File: src/rtl/cmp_arbiter_pkg.sv
// Local types and constants for the two-requester comparator arbiter.
package cmp_arbiter_pkg;

  localparam int unsigned NumReq = 2;

  typedef enum logic {
    StEmpty = 1'b0,
    StFull  = 1'b1
  } out_state_e;

endpackage

File: src/rtl/comparator.sv
// Shared comparator operation encodings used by every comparator client.
package comparator;

  typedef enum logic [2:0] {
    OpEq   = 3'd0,
    OpNe   = 3'd1,
    OpLt   = 3'd2,
    OpGe   = 3'd3,
    OpLtu  = 3'd4,
    OpGeu  = 3'd5,
    OpTrue = 3'd6
  } op_t;

endpackage

File: src/rtl/cmp_arb_grant.sv
// Two-way grant: a lone requester always wins; on a tie the one not granted last wins.
module cmp_arb_grant
  import cmp_arbiter_pkg::*;
(
  input  logic [NumReq-1:0] valid_i,
  input  logic              last_i,
  output logic [NumReq-1:0] grant_o
);

  always_comb begin
    grant_o = valid_i;
    if (valid_i[0] && valid_i[1]) begin
      grant_o = last_i ? 2'b01 : 2'b10;
    end
  end

endmodule

File: src/rtl/cmp_comparator.sv
// Single-cycle combinational comparator over XLEN-wide operands.
`ifndef XLEN
`define XLEN 32
`endif

module cmp_comparator
  import comparator::*;
(
  input  op_t              op_i,
  input  logic [`XLEN-1:0] a_i,
  input  logic [`XLEN-1:0] b_i,
  output logic             result_o
);

  logic lt_s;
  logic lt_u;

  assign lt_s = $signed(a_i) < $signed(b_i);
  assign lt_u = a_i < b_i;

  always_comb begin
    result_o = 1'b0;
    unique case (op_i)
      OpEq:    result_o = (a_i == b_i);
      OpNe:    result_o = (a_i != b_i);
      OpLt:    result_o = lt_s;
      OpGe:    result_o = ~lt_s;
      OpLtu:   result_o = lt_u;
      OpGeu:   result_o = ~lt_u;
      OpTrue:  result_o = 1'b1;
      default: result_o = 1'b0;
    endcase
  end

endmodule

File: src/rtl/cmp_arbiter.sv
// Arbitrates two requesters onto one shared comparator with a one-entry result stage.
// CMP_ARB_ROUND_ROBIN_EN selects round-robin tie-breaking; otherwise requester 0 has priority.
`ifndef XLEN
`define XLEN 32
`endif

module cmp_arbiter
  import cmp_arbiter_pkg::*;
  import comparator::*;
#(
  parameter int unsigned TAG_W = 4
) (
  input  logic             clk,
  input  logic             reset,
  input  logic             req0_valid,
  output logic             req0_ready,
  input  op_t              req0_op,
  input  logic [`XLEN-1:0] req0_a,
  input  logic [`XLEN-1:0] req0_b,
  input  logic [TAG_W-1:0] req0_tag,
  input  logic             req1_valid,
  output logic             req1_ready,
  input  op_t              req1_op,
  input  logic [`XLEN-1:0] req1_a,
  input  logic [`XLEN-1:0] req1_b,
  input  logic [TAG_W-1:0] req1_tag,
  output logic             rsp_valid,
  input  logic             rsp_ready,
  output logic             rsp_src,
  output logic [TAG_W-1:0] rsp_tag,
  output logic             rsp_result
);

  out_state_e       state_q;
  logic             result_q;
  logic             src_q;
  logic [TAG_W-1:0] tag_q;

  logic [NumReq-1:0] grant;
  logic              last_grant;
  logic              accept_ok;
  logic              xfer;
  op_t               sel_op;
  logic [`XLEN-1:0]  sel_a;
  logic [`XLEN-1:0]  sel_b;
  logic [TAG_W-1:0]  sel_tag;
  logic              cmp_result;

`ifdef CMP_ARB_ROUND_ROBIN_EN
  logic last_grant_q;
  assign last_grant = last_grant_q;
`else
  // Pointer pinned to requester 1 makes every tie resolve to requester 0.
  assign last_grant = 1'b1;
`endif

  cmp_arb_grant u_grant (
    .valid_i ({req1_valid, req0_valid}),
    .last_i  (last_grant),
    .grant_o (grant)
  );

  assign accept_ok  = ~reset & ((state_q == StEmpty) | rsp_ready);
  assign req0_ready = accept_ok & grant[0];
  assign req1_ready = accept_ok & grant[1];
  assign xfer       = req0_ready | req1_ready;

  assign sel_op  = grant[1] ? req1_op  : req0_op;
  assign sel_a   = grant[1] ? req1_a   : req0_a;
  assign sel_b   = grant[1] ? req1_b   : req0_b;
  assign sel_tag = grant[1] ? req1_tag : req0_tag;

  cmp_comparator u_comparator (
    .op_i     (sel_op),
    .a_i      (sel_a),
    .b_i      (sel_b),
    .result_o (cmp_result)
  );

  always_ff @(posedge clk) begin
    if (reset) begin
      state_q      <= StEmpty;
      result_q     <= 1'b0;
      src_q        <= 1'b0;
      tag_q        <= '0;
`ifdef CMP_ARB_ROUND_ROBIN_EN
      last_grant_q <= 1'b1;
`endif
    end else if (xfer) begin
      state_q      <= StFull;
      result_q     <= cmp_result;
      src_q        <= grant[1];
      tag_q        <= sel_tag;
`ifdef CMP_ARB_ROUND_ROBIN_EN
      last_grant_q <= grant[1];
`endif
    end else if (state_q == StFull && rsp_ready) begin
      state_q <= StEmpty;
    end
  end

  assign rsp_valid  = (state_q == StFull);
  assign rsp_result = result_q;
  assign rsp_src    = src_q;
  assign rsp_tag    = tag_q;

endmodule

File: config.mk
export PLATFORM = sky130hd
export DESIGN_NAME = cmp_arbiter
export DESIGN_NICKNAME = d
export VERILOG_FILES = /design/src/rtl/cmp_arbiter_pkg.sv /design/src/rtl/comparator.sv /design/src/rtl/cmp_arb_grant.sv /design/src/rtl/cmp_comparator.sv /design/src/rtl/cmp_arbiter.sv
export SDC_FILE = /design/constraint.sdc
export NUM_CORES = 1
export LEC_CHECK = 0
export CORE_ASPECT_RATIO = 0.8
export CORE_MARGIN = 2
export CORE_UTILIZATION = 25
export CTS_CLUSTER_DIAMETER = 100
export CTS_CLUSTER_SIZE = 30
export DETAILED_ROUTE_END_ITERATION = 6
export PLACE_DENSITY_LB_ADDON = 0.05
export REMOVE_ABC_BUFFERS = 1
export SETUP_SLACK_MARGIN = 0.15
export SLEW_MARGIN = 10
export SYNTH_ARGS = -nofsm -noshare
export SYNTH_HDL_FRONTEND = slang
export SYNTH_SLANG_ARGS = --single-unit
File: constraint.sdc
create_clock -name clk -period 9.45 [get_ports clk]
set_input_delay 1.89 -clock clk [delete_from_list [all_inputs] [get_ports clk]]
set_output_delay 1.89 -clock clk [all_outputs]
set_load 0.01 [all_outputs]
* Word-level counts from Yosys, hierarchy flattened
Cells that the tools add are included.
** Cells by class
- Mux-type cells :: 8
- Bitwise logic cells :: 9
- Eq/ne operators :: 8
- $add $sub $neg :: 0
- Divide/modulo/power cells :: 0
- Multiply operators :: 0
- Magnitude comparators :: 2
- Reduce and logical (&&, ||, !) cells :: 4
- Shift-type cells :: 0
** Operators by type and width (count)
- < comparator 32 bit :: 2
- 2-to-1 mux 32 bit :: 2
- equality test 32 bit :: 1
- != test 32 bit :: 1
- equality test 3 bit (second input constant) :: 3
- case mux 1 bit (7 select lines) :: 1
- equality test 3 x 2 -> 1 bit (second input constant) :: 2
- 2-to-1 mux 4 bit :: 1
- NOT 1 bit :: 4
- AND 1 bit :: 3
- equality test 3 x 1 -> 1 bit (second input constant) :: 1
- logical NOT 3 bit :: 1
- 2-to-1 mux 3 bit :: 1
- logical AND 1 bit :: 2
- 2-to-1 mux 1 bit :: 2
- 2-to-1 mux 2 bit :: 1
- bitwise OR 1 bit :: 2
- nonzero test 2 bit :: 1
** Word-level totals
- Word-level logic and storage cells :: 35
- Bits in writable memories :: 0
- Memory bits (read-only) :: 0
- Output and inout port bits :: 9
- Memories kept :: 0
- Bits in latches :: 0
- Bits of input ports :: 147
- Flip-flop bits (word level) :: 7

* Depth between registers and ports, before layout
- Depth after elaboration :: 6
- Mapped depth :: 13

* Cells and area by module
From an unflattened synthesis, not the netlist that was laid out.
** Second synthesis, totals
- Cell total of the unflattened synthesis :: 234
- Area, all modules :: 2040.7 µm²
** By module, submodules not included
- cmp_arbiter :: cells each 111, times used 1, area an instance 1143.6 µm²
- cmp_comparator :: cells each 120, times used 1, area an instance 878.3 µm²
- cmp_arb_grant :: cells each 3, times used 1, area an instance 18.8 µm²

* Worst setup path after synthesis
No wires, ideal clock.
- Path type :: input -> register
- From :: input port req1_valid
- To :: register result_q, in the netlist rsp_result
- Buffers on the path :: 3
- Arrival time :: 4617 ps
- Required time :: 9359 ps
- Library setup time :: 91 ps
- Slack :: 4742 ps
- Stages :: 13
- Cells stage by stage :: nor2b_1 buf_6 clkbuf_1 buf_2 mux2i_1 ha_1 nand4_2 nor4_2 a21boi_2 o31ai_2 a311oi_2 o31ai_1 a311oi_1
** Between the ends
- Longest elaborated chain between the ends :: 6
- Elaborated cells between the ends (all ways) :: 22
- Classes of those cells :: order compare (2); eq/ne (8); mux (5); bitwise (5); reduce/logical (2)
** Ends and longest elaborated chain
- start, declared :: RTL line cmp_arbiter.sv:21 : input logic req1_valid,
- logical AND 1 bit :: RTL line cmp_arb_grant.sv:12 : if (valid_i[0] && valid_i[1]) begin
- 2-to-1 mux 2 bit (*) :: RTL line cmp_arb_grant.sv:12
- 2-to-1 mux 32 bit, on equally long branches :: RTL line cmp_arbiter.sv:69, cmp_arbiter.sv:70
- < comparator 32 bit, on equally long branches :: RTL line cmp_comparator.sv:19, cmp_comparator.sv:18
- NOT 1 bit, on equally long branches :: RTL line cmp_comparator.sv:29, cmp_comparator.sv:27
- case mux 1 bit (7 select lines) :: RTL line cmp_comparator.sv:23 : unique case (op_i)
- end signal, assigned :: RTL line cmp_arbiter.sv:91 : result_q <= cmp_result;
- end, declared :: RTL line cmp_arbiter.sv:35 : logic result_q;
Every way passes the cells marked *; elsewhere a longest branch is shown, timed or not.
A chain may end at the register's enable or synchronous reset.

* Final worst setup path
Same ends and word-level chain as after synthesis.

==> results.json <==
{
  "run_status": "completed",
  "first_global_vias": 2164,
  "clock.fmax_mhz": 173,
  "cts_hold_buf": 0,
  "dr_vias_cell": 4.55,
  "compound_cell_area_share_of_the_yosys_netlist_pct": 15.1,
  "timing.rr.start": "rsp_valid",
  "antenna_violating_nets_post_route": 0,
  "cts_buffers": 3,
  "setup.worst_path.start_class": "input port",
  "clock_sink_count": 7,
  "grtUsageTotal_pct": 13.8,
  "critical_path.cell_chain": "clkdlybuf4s50_1 -> nor2b_4 -> buf_4 -> mux2_2 -> ha_1 -> nand4_1 -> nor4_2 -> a21boi_2 -> o31ai_2 -> a311oi_2 -> o31ai_1 -> a311oi_1",
  "netlist_instances": 206,
  "timing.max_slew.rel_slack_pct": 44.6,
  "timing.max_cap.violations": 0,
  "post_cts_resize_count": 0,
  "io_pins": 156,
  "routed_wire_length_per_instance_um": 13.1,
  "hpwl_after_detailed_placement_mm": 5.29,
  "cts.clk_slew.worst_paths_ps": 40,
  "fin_skew_ps": 4.25,
  "drive_above_1_share_pct": 14.3,
  "setup_tns_ps": 0,
  "yosys-mux-area-fraction_pct": 40.5,
  "critPathArrivalTime_ps": 5930,
  "first_pass_grt_wire_length_mm": 9.47,
  "worst-path-max-fanout": 48,
  "slew_violations": 0,
  "h-tree-depth": 1,
  "worst_skew_pair.late_latency_ps": 230,
  "row_count": 28,
  "number_of_warnings_reported_in_the_yosys_synthesis_log": 0,
  "clock-root-buffer": "clkbuf_8",
  "power-per-cell-area_mw_per_mm2": 65.2,
  "place.gp.congestion": 0.803,
  "dr_total_vias": 2099,
  "cellLeakagePower_nw": 1.38,
  "worst_path_max_delay_cell": "buf_4",
  "synth-edff-count": 0,
  "area_growth_pct": 87.9,
  "synth.cell_area_mm2": 0.00192,
  "layout_worst_path_cycle_share_pct": 61.3,
  "fillCellCount": 747,
  "sort_of_element_at_the_end_of_the_critical_path": "flop",
  "ys_dominant_reg_cell": "dfxtp_1",
  "ys_async_rst_share_pct": 0,
  "finish.utilization_pct": 48.5,
  "die_area_mm2": 0.00839,
  "floorplan.core_area_mm2": 0.00743,
  "floorplan.initialDensity_pct": 25.8,
  "die_width_um": 102,
  "worst-setup-path-type": "in2reg",
  "timing.final.crit_period_ps": 5790,
  "vdd_drop_max_uv": 33.2,
  "setup_repair_after_global_routing_missed_its_margin": "false",
  "finalWirelength_mm": 6.02,
  "buffer_ports.inserted": 155,
  "cts.repair_timing.setup_buffer_count": 0,
  "antennaDiodeCount": 0,
  "worst_r2r_path_depth": 5,
  "area_share_of_xor_xnor_cells_in_the_synthesized_design_pct": 0,
  "crit_path_start": "req1_valid",
  "post_synthesis_share_of_cell_area_spent_on_full_adders_half_adders_and_majority_gates_pct": 20.9,
  "maximum_number_of_pins_on_one_net_before_global_route_repair": 49,
  "ys_seq_elements": 7,
  "detail_route.iter0.violations": 59,
  "synth_top_area_share_pct": 20.9,
  "worst_hold_startpoint": "rsp_src",
  "antenna_violations_before_repair": 0,
  "report.final.setup_viol": 0,
  "netlist-cell-type-count": 40,
  "first_pass_iters": 4,
  "report.final.hold_viol_count": 0,
  "post_synth_and_or_nand_nor_area_fraction_pct": 13.1,
  "instance_count_along_the_most_critical_hold_path": 2,
  "globalRoute.totalOverflow": 0,
  "tritoncts_clock_tree": "built",
  "synthTopCellsByArea": "ha_1 (21%), mux2_2 (20%), mux2i_1 (20%)",
  "synth-seq-area-share_pct": 7.31,
  "synth_top_cells_by_count": "mux2i_1 (38), mux2_2 (34), ha_1 (32)",
  "syn_avg_cell_area_um2": 9.31,
  "cp_slowest_stage_delay_ps": 690,
  "max-clock-path-buffers": 2,
  "synth.largest_area_cell": "ha_1",
  "detail_route.drc_violations": 0,
  "post-synth-top-count-cell": "mux2i_1",
  "combinational_family_with_the_most_area_after_synthesis": "multiplexers",
  "worst-endpoint-required_ps": 9590,
  "holdCritPathClass": "reg2reg",
  "chipHeight_um": 82.3,
  "finish.net_count": 536,
  "worst_slew_pin_slew_ps": 829
}
==> per-layer routing <==
layer  vias to the layer above  part of all wire, %  GRT usage (%)
li1                       1104                    -              -
met1                       908                   45           17.3
met2                        85                   44           24.9
met3                         2                   10           3.28
met4                         0                 0.32           1.20
met5                         -                    0              0
==> critical path: cells and delay by family <==
family	cells	cell delay (ps)
mux	1	410
simple gates	3	1160
fa+ha+maj	1	310
compound gates	5	990
buf+inv	2	1150
==> layout by cell type (no fill, tap or decap), drive strengths merged <==
cell type      instances
a21oi                 14
mux2                  34
buf                    1
a21o                   3
ha                    32
nand4                  8
clkbuf                 4
and2                   3
nand3                  2
mux2i                 39
o211ai                 1
o21ai                  4
dfxtp                  7
o22ai                  1
nand2b                 1
clkdlybuf4s50        155
a2bb2oi                1
nor2b                  3
o21bai                 1
o31ai                  3
o2bb2ai                1
nor3b                  2
nor2                  11
or2                    1
a21boi                 3
o21a                   2
a311oi                 2
nand2                  8
nor4                   3
a211oi                 5
nor3                   1
==> metrics by stage <==
stage                     setup WS, ps  hold slack, ps  total power, mW  instances  area (um^2)
after floorplan                   1120             489            0.115        196         1860
after global placement            3460             457            0.193        457         3560
after detailed placement          3360             466            0.194        457         3560
after CTS                         3580             474            0.239        461         3600
after global routing              3290             498            0.257        461         3600
final                             3660             471            0.235        461         3600
==> area by class of cell <==
class / instances / area, um^2 / area share (%)
Sequential cell: 7 / 140 / 3.89
Timing Repair Buffer: 156 / 1560 / 43.3
Tap cell: 105 / 131 / 3.65
Clock buffer: 4 / 45.0 / 1.25
Multi-Input combinational cell: 189 / 1730 / 47.9
==> power breakdown <==
| part | switching, mW | leakage (nW) | internal, mW | total, mW |
|---|---|---|---|---|
| logic | 0.0568 | 1.30 | 0.101 | 0.158 |
| clock network | 0.0137 | 0.0228 | 0.0293 | 0.0430 |
| registers | 0.00122 | 0.0579 | 0.0323 | 0.0335 |
| total | 0.0718 | 1.38 | 0.163 | 0.235 |
==> cells by family after synthesis <==
family	count (synthesis)
and+or+nand+nor	43
AOI/OAI and AO/OA	41
buffers and inverters	10
adders and majority gates	32
muxes	73
DFF	7
==> path summary, 6_finish.rpt <==
path / endpoint / slack (ps)
max reg2reg: rsp_result / 7950
min reg2reg: rsp_src / 470
max: rsp_result / 3660
min: rsp_src / 470
==> sequential cells by signal, indices dropped and copies added (netlist names) <==
name and cells:
rsp_result 1, rsp_src 1, rsp_tag 4, rsp_valid 1
Note: power is estimated with default switching activity, not from simulation.
